$ cat src/rtl/stdsub_serial_if.sv
// Request/result bundle for the bit-serial subtractor: operands and START in,
// BUSY/DONE handshake and the registered DIFF/BOUT/ZERO result out.
interface stdsub_serial_if #(
   parameter int WIDTH = 8
);
   logic             start;
   logic [WIDTH-1:0] a;
   logic [WIDTH-1:0] b;
   logic             bin;
   logic             busy;
   logic             done;
   logic [WIDTH-1:0] diff;
   logic             bout;
   logic             zero;

   modport master (
      output start, a, b, bin,
      input  busy, done, diff, bout, zero
   );

   modport slave (
      input  start, a, b, bin,
      output busy, done, diff, bout, zero
   );
endinterface

$ cat src/rtl/stdsub_serial.sv
// Bit-serial subtract-with-borrow: DIFF = A - B - BIN, LSB first, one bit per
// clock through a single borrow flop, with a START/DONE handshake.
module stdsub_serial #(
   parameter int WIDTH = 8
) (
   input  logic           clk,
   input  logic           reset_n,
   stdsub_serial_if.slave bus
);
   localparam int CW = $clog2(WIDTH) + 1;

   typedef enum logic [1:0] {
      IDLE,
      SHIFT,
      FIN
   } state_t;

   state_t           state;
   logic [WIDTH-1:0] sa;
   logic [WIDTH-1:0] sb;
   logic [WIDTH-1:0] sd;
   logic             br;
   logic [CW-1:0]    cnt;

   logic             busy_q;
   logic             done_q;
   logic [WIDTH-1:0] diff_q;
   logic             bout_q;
   logic             zero_q;

   logic             d_bit;
   logic             br_next;
   logic [WIDTH-1:0] sd_next;

   // Full-subtractor cell applied to the current LSB pair and stored borrow.
   assign d_bit   = sa[0] ^ sb[0] ^ br;
   assign br_next = (~sa[0] & sb[0]) | (~sa[0] & br) | (sb[0] & br);
   assign sd_next = {d_bit, sd[WIDTH-1:1]};

   // The result registers are loaded on the edge that enters FIN, so they are
   // already valid during the DONE cycle and hold until the next completion.
   always_ff @(posedge clk) begin
      if (!reset_n) begin
         state  <= IDLE;
         sa     <= '0;
         sb     <= '0;
         sd     <= '0;
         br     <= 1'b0;
         cnt    <= '0;
         busy_q <= 1'b0;
         done_q <= 1'b0;
         diff_q <= '0;
         bout_q <= 1'b0;
         zero_q <= 1'b1;
      end else begin
         case (state)
            IDLE: begin
               done_q <= 1'b0;
               if (bus.start) begin
                  sa     <= bus.a;
                  sb     <= bus.b;
                  br     <= bus.bin;
                  cnt    <= '0;
                  busy_q <= 1'b1;
                  state  <= SHIFT;
               end
            end
            SHIFT: begin
               sa  <= sa >> 1;
               sb  <= sb >> 1;
               sd  <= sd_next;
               br  <= br_next;
               cnt <= cnt + 1'b1;
               if (cnt == CW'(WIDTH - 1)) begin
                  diff_q <= sd_next;
                  bout_q <= br_next;
                  zero_q <= (sd_next == '0);
                  done_q <= 1'b1;
                  state  <= FIN;
               end
            end
            FIN: begin
               done_q <= 1'b0;
               busy_q <= 1'b0;
               state  <= IDLE;
            end
            default: begin
               done_q <= 1'b0;
               busy_q <= 1'b0;
               state  <= IDLE;
            end
         endcase
      end
   end

   assign bus.busy = busy_q;
   assign bus.done = done_q;
   assign bus.diff = diff_q;
   assign bus.bout = bout_q;
   assign bus.zero = zero_q;
endmodule
$ cat src/flat_wrapper.sv
// flat-port wrapper written by rule: the top's interface ports become plain ports
module stdsub_serial_flat 
#(
   parameter int WIDTH = 8
)
  (clk, reset_n, bus_start, bus_a, bus_b, bus_bin, bus_busy, bus_done, bus_diff, bus_bout, bus_zero);
  stdsub_serial_if #(.WIDTH(WIDTH)) bus_i ();
  input  logic clk;
  input  logic reset_n;
  input wire logic [$bits(bus_i.start)-1:0] bus_start;
  input wire logic [$bits(bus_i.a)-1:0] bus_a;
  input wire logic [$bits(bus_i.b)-1:0] bus_b;
  input wire logic [$bits(bus_i.bin)-1:0] bus_bin;
  output wire logic [$bits(bus_i.busy)-1:0] bus_busy;
  output wire logic [$bits(bus_i.done)-1:0] bus_done;
  output wire logic [$bits(bus_i.diff)-1:0] bus_diff;
  output wire logic [$bits(bus_i.bout)-1:0] bus_bout;
  output wire logic [$bits(bus_i.zero)-1:0] bus_zero;
  assign bus_i.start = bus_start;
  assign bus_i.a = bus_a;
  assign bus_i.b = bus_b;
  assign bus_i.bin = bus_bin;
  assign bus_busy = bus_i.busy;
  assign bus_done = bus_i.done;
  assign bus_diff = bus_i.diff;
  assign bus_bout = bus_i.bout;
  assign bus_zero = bus_i.zero;
  stdsub_serial #(.WIDTH(WIDTH)) u_core (.clk(clk), .reset_n(reset_n), .bus(bus_i));
endmodule
$ cat config.mk
export PLATFORM = sky130hd
export DESIGN_NAME = stdsub_serial_flat
export DESIGN_NICKNAME = d
export VERILOG_FILES = /design/src/rtl/stdsub_serial_if.sv /design/src/rtl/stdsub_serial.sv /design/src/flat_wrapper.sv
export SDC_FILE = /design/constraint.sdc
export NUM_CORES = 1
export LEC_CHECK = 0
export BUFFER_PORTS_ARGS = -buffer_cell sky130_fd_sc_hd__buf_2
export CAP_MARGIN = 20
export CORE_MARGIN = 4
export CORE_UTILIZATION = 25
export CTS_CLUSTER_DIAMETER = 100
export CTS_CLUSTER_SIZE = 8
export DETAILED_ROUTE_END_ITERATION = 7
export GPL_TIMING_DRIVEN = 0
export PLACE_DENSITY_LB_ADDON = 0.3
export SLEW_MARGIN = 20
export SYNTH_ARGS = -nofsm -noshare
export SYNTH_HDL_FRONTEND = slang
export SYNTH_SLANG_ARGS = --single-unit
$ cat constraint.sdc
create_clock -name clk -period 1.9 [get_ports clk]
set_input_delay 0.285 -clock clk [delete_from_list [all_inputs] [get_ports clk]]
set_output_delay 0.285 -clock clk [all_outputs]
set_load 0.02 [all_outputs]
==> impl_results.rst <==
.. list-table::
   :header-rows: 1

   * - Metric
     - Value
   * - Count of inserted antenna diode cells
     - 0
   * - Vias per std cell
     - 4.833
   * - Leakage power summed over all cells
     - 0.0008439 uW
   * - Normalized max-slew margin
     - 66.93%
   * - I/O pins
     - 32
   * - Grt total ovfl
     - 0
   * - Initial antenna violation count
     - 0
   * - Number of global-route vias before repair
     - 1,572
   * - Die width
     - 94.56 um
   * - Pins Over Slew Limit
     - 0
   * - Class of the most critical setup path
     - register to register
   * - I/O Buffers
     - 30
   * - Worst R2R Start
     - u_core.sa[0]
   * - Via Count
     - 1,677
   * - Final weighted congestion of routability-driven global placement
     - 0.7292
   * - FF+latch count, synth
     - 42
   * - Clock insertion delay at the later pin of the skew report
     - 290 ps
   * - Post-CTS clock slew at the launch and capture registers of the worst setup and hold paths
     - 80 ps
   * - Total setup violations reported at the end of the flow
     - 0
   * - Fraction of layout cells with a size suffix above 1
     - 22.98%
   * - Average detailed-routed wire length per instance
     - 13.85 um
   * - Power density relative to cell area
     - 767.5 mW/mm^2
   * - DR iter-0 viols
     - 113
   * - Largest voltage drop on the vdd net
     - 0.2604 mV
   * - Hold violation total from the final report
     - 0
   * - Destination of the worst register-to-register timing path
     - u_core.bus.zero
   * - Rows
     - 31
   * - Core Box Area
     - 0.007253 sq mm
   * - Post-DP HPWL
     - 3364 um
   * - Element type at the critical path start
     - register
   * - Period Utilization, post-route
     - 82.71%
   * - TritonCTS clock tree
     - yes
   * - Average size of a mapped cell
     - 8.877 sq um
   * - Sequential cell area fraction in the yosys report
     - 44.89%
   * - Slew at the pin closest to its max-slew limit
     - 496.1 ps
   * - Required arrival time at the worst endpoint
     - 2130 ps
   * - Number of buffers created by CTS
     - 5
   * - Pre-antenna DRT Iters
     - 4
   * - Global Route Usage Sum
     - 11.23%
   * - Total Neg Setup Slack
     - 0 ps
   * - Length in cells of the worst reg-to-reg path
     - 5
   * - Cell variety after synth
     - 40
   * - Largest fanout of any net on the critical path
     - 3
   * - Total detailed-routing wirelength
     - 4806 um
   * - Synthesized netlist cell count
     - 211
   * - Post-route total power
     - 1706 uW
   * - First-pass GRT wire length
     - 7935 um
   * - R2r setup slk
     - 330 ps
   * - Status
     - finished, final reports clean
   * - Number of cells upsized or downsized after cts
     - 0
   * - Initial core utilization
     - 25.82%
   * - Unrepaired setup endpoints after global routing
     - false
   * - End point of the worst hold path
     - u_core.sa[7]
   * - Post-Route Utilization
     - 30.65%
   * - DRT antenna net count
     - 0
   * - Longest Clk Path Bufs
     - 2
   * - Max frequency
     - 0.6364 GHz
   * - Worst min-delay path category
     - input port to register
   * - Number of buffers added for setup after CTS
     - 0
   * - Hold Path Stages
     - 3
   * - Endpoint class of the critical path
     - register
   * - Area growth syn-to-layout
     - 18.70%
   * - Pin count of the biggest net entering global routing
     - 12
   * - Die Y-Extent
     - 94.56 um
   * - Total number of nets in the final design
     - 270
   * - Post-layout min period
     - 1571 ps
   * - Post-synthesis instance area
     - 0.001873 sq mm
   * - Net count after synthesis
     - 233
   * - # clock sinks
     - 42
   * - Count of hold-fix buffers inserted at cts
     - 0
   * - CP Data Arrival Time
     - 1800 ps
   * - Final critical-path setup slack
     - 328.6 ps
   * - DRC violation count after routing
     - 0
   * - Yosys warns
     - 0
   * - Die Outline Area
     - 0.008941 sq mm
   * - Layout Skew
     - 3.911 ps
   * - Number of violations of the max-capacitance limit
     - 0
   * - H-tree depth
     - 2
   * - Root buffer cell
     - sky130_fd_sc_hd__clkbuf_8
   * - Place WS
     - 374.3 ps
   * - Hold Path Origin
     - bus_a[7]
-- critical path, stage by stage, from the launching register on --
cell and delay (ps):
sky130_fd_sc_hd__dfxtp_1 360, sky130_fd_sc_hd__inv_1 60, sky130_fd_sc_hd__fa_1 540, sky130_fd_sc_hd__nor4b_1 320, sky130_fd_sc_hd__nand4_1 140, sky130_fd_sc_hd__nand3_1 90
-- registers in the layout, summed over array words and instances, names as in the netlist --
register,cells
u_core.state,2
u_core.cnt,4
u_core.bus.busy,1
u_core.bus.diff,8
u_core.sb,8
u_core.bus.bout,1
u_core.sa,8
u_core.bus.zero,1
u_core.br,1
u_core.sd,7
u_core.bus.done,1
-- final cells by class --
class                   count  area [sq um]
inverters                   7         26.28
plain buffers              18         100.1
flip-flops and latches     42         840.8
fillers                   788          5030
clock buffers               7         76.32
repair buffers             30         150.1
well taps                  99         123.9
multi-input cells         144         905.9
-- cell usage after synthesis --
cell | instances | share of area, %
sky130_fd_sc_hd__dfxtp_1 | 42 | 45
sky130_fd_sc_hd__a21oi_1 | 31 | 8.3
sky130_fd_sc_hd__nand2_1 | 15 | 3.0
sky130_fd_sc_hd__o21ai_0 | 14 | 3.7
sky130_fd_sc_hd__o221ai_1 | 14 | 6.5
sky130_fd_sc_hd__or3b_1 | 14 | 6.5
sky130_fd_sc_hd__buf_2 | 11 | 2.9
sky130_fd_sc_hd__nand3_1 | 11 | 2.9
sky130_fd_sc_hd__o21ai_1 | 10 | 2.7
sky130_fd_sc_hd__nor2_1 | 6 | 1.2
sky130_fd_sc_hd__inv_1 | 4 | 0.80
sky130_fd_sc_hd__buf_4 | 3 | 1.2
sky130_fd_sc_hd__clkbuf_1 | 3 | 0.60
sky130_fd_sc_hd__inv_2 | 3 | 0.60
sky130_fd_sc_hd__a22o_1 | 2 | 0.94
sky130_fd_sc_hd__a32o_1 | 2 | 1.1
sky130_fd_sc_hd__nor2b_1 | 2 | 0.67
sky130_fd_sc_hd__nor3_1 | 2 | 0.53
sky130_fd_sc_hd__a211oi_1 | 1 | 0.40
sky130_fd_sc_hd__a211oi_2 | 1 | 0.67
sky130_fd_sc_hd__a221oi_2 | 1 | 0.80
sky130_fd_sc_hd__a22oi_1 | 1 | 0.40
sky130_fd_sc_hd__a311oi_1 | 1 | 0.47
sky130_fd_sc_hd__a31oi_1 | 1 | 0.33
sky130_fd_sc_hd__and2b_1 | 1 | 0.40
sky130_fd_sc_hd__and3b_1 | 1 | 0.47
sky130_fd_sc_hd__buf_6 | 1 | 0.60
sky130_fd_sc_hd__fa_1 | 1 | 1.1
sky130_fd_sc_hd__ha_1 | 1 | 0.67
sky130_fd_sc_hd__mux2i_1 | 1 | 0.53
sky130_fd_sc_hd__nand2b_1 | 1 | 0.33
sky130_fd_sc_hd__nand2b_2 | 1 | 0.47
sky130_fd_sc_hd__nand3b_1 | 1 | 0.40
sky130_fd_sc_hd__nand4_1 | 1 | 0.33
sky130_fd_sc_hd__nor3b_1 | 1 | 0.40
sky130_fd_sc_hd__nor4_1 | 1 | 0.33
sky130_fd_sc_hd__nor4b_1 | 1 | 0.47
sky130_fd_sc_hd__o21bai_2 | 1 | 0.60
sky130_fd_sc_hd__o22ai_1 | 1 | 0.33
sky130_fd_sc_hd__or3_1 | 1 | 0.33
-- worst max-delay path by stage --
stage	startpoint	to	depth (start not counted)
finish	u_core.sa[0]	u_core.bus.zero	5
global route	u_core.sa[0]	u_core.bus.zero	5
CTS	u_core.sa[0]	u_core.bus.zero	5
detailed placement	u_core.sa[0]	u_core.bus.zero	5
global placement	u_core.sa[0]	u_core.bus.zero	5
floorplan	u_core.br	u_core.bus.zero	4
-- report_power, final --
group | leakage, uW | switching [uW] | internal [uW]
clock | 0.0000383 | 293 | 253
combinational | 0.000462 | 119 | 90.5
sequential | 0.000344 | 30.2 | 920
total | 0.000844 | 443 | 1260
-- layout by cell type, fill, tap and decap left out, types with 2 or more instances in the layout --
cell type / count
sky130_fd_sc_hd__a21oi_1: 31
sky130_fd_sc_hd__a22o_1: 2
sky130_fd_sc_hd__a32o_1: 2
sky130_fd_sc_hd__buf_2: 41
sky130_fd_sc_hd__buf_4: 3
sky130_fd_sc_hd__clkbuf_1: 5
sky130_fd_sc_hd__clkbuf_8: 5
sky130_fd_sc_hd__dfxtp_1: 42
sky130_fd_sc_hd__inv_1: 4
sky130_fd_sc_hd__inv_2: 3
sky130_fd_sc_hd__nand2_1: 15
sky130_fd_sc_hd__nand3_1: 11
sky130_fd_sc_hd__nor2_1: 6
sky130_fd_sc_hd__nor2b_1: 2
sky130_fd_sc_hd__nor3_1: 2
sky130_fd_sc_hd__o21ai_0: 14
sky130_fd_sc_hd__o21ai_1: 10
sky130_fd_sc_hd__o221ai_1: 14
sky130_fd_sc_hd__or3b_1: 14
-- per-layer routing --
layer	global-route usage, %	up-vias	routed length [um]
li1	-	850	-
met1	15.85	794	2454
met2	17.14	29	2165
met3	2.231	4	123
met4	3.606	0	62
met5	0	-	0
-- per-stage QoR --
| step | instance area, sq um | hold slack [ps] | std cells |
|---|---|---|---|
| CTS | 2223 | 330.5 | 347 |
| detailed placement | 2147 | 445.2 | 340 |
| finish | 2223 | 335.4 | 347 |
| floorplan | 1873 | 449.7 | 211 |
| global placement | 2147 | 438.0 | 340 |
| global route | 2223 | 344.9 | 347 |
-- cells by family after synthesis --
group	share of synthesized area, %
AO/OA/AOI/OAI	27.26
adder cells (fa/ha/maj)	1.737
buffers and inverters	6.746
flip-flops	44.89
multiplexers	0.5344
AND/OR/NAND/NOR	18.84
Note: power is estimated with default switching activity, not from simulation.
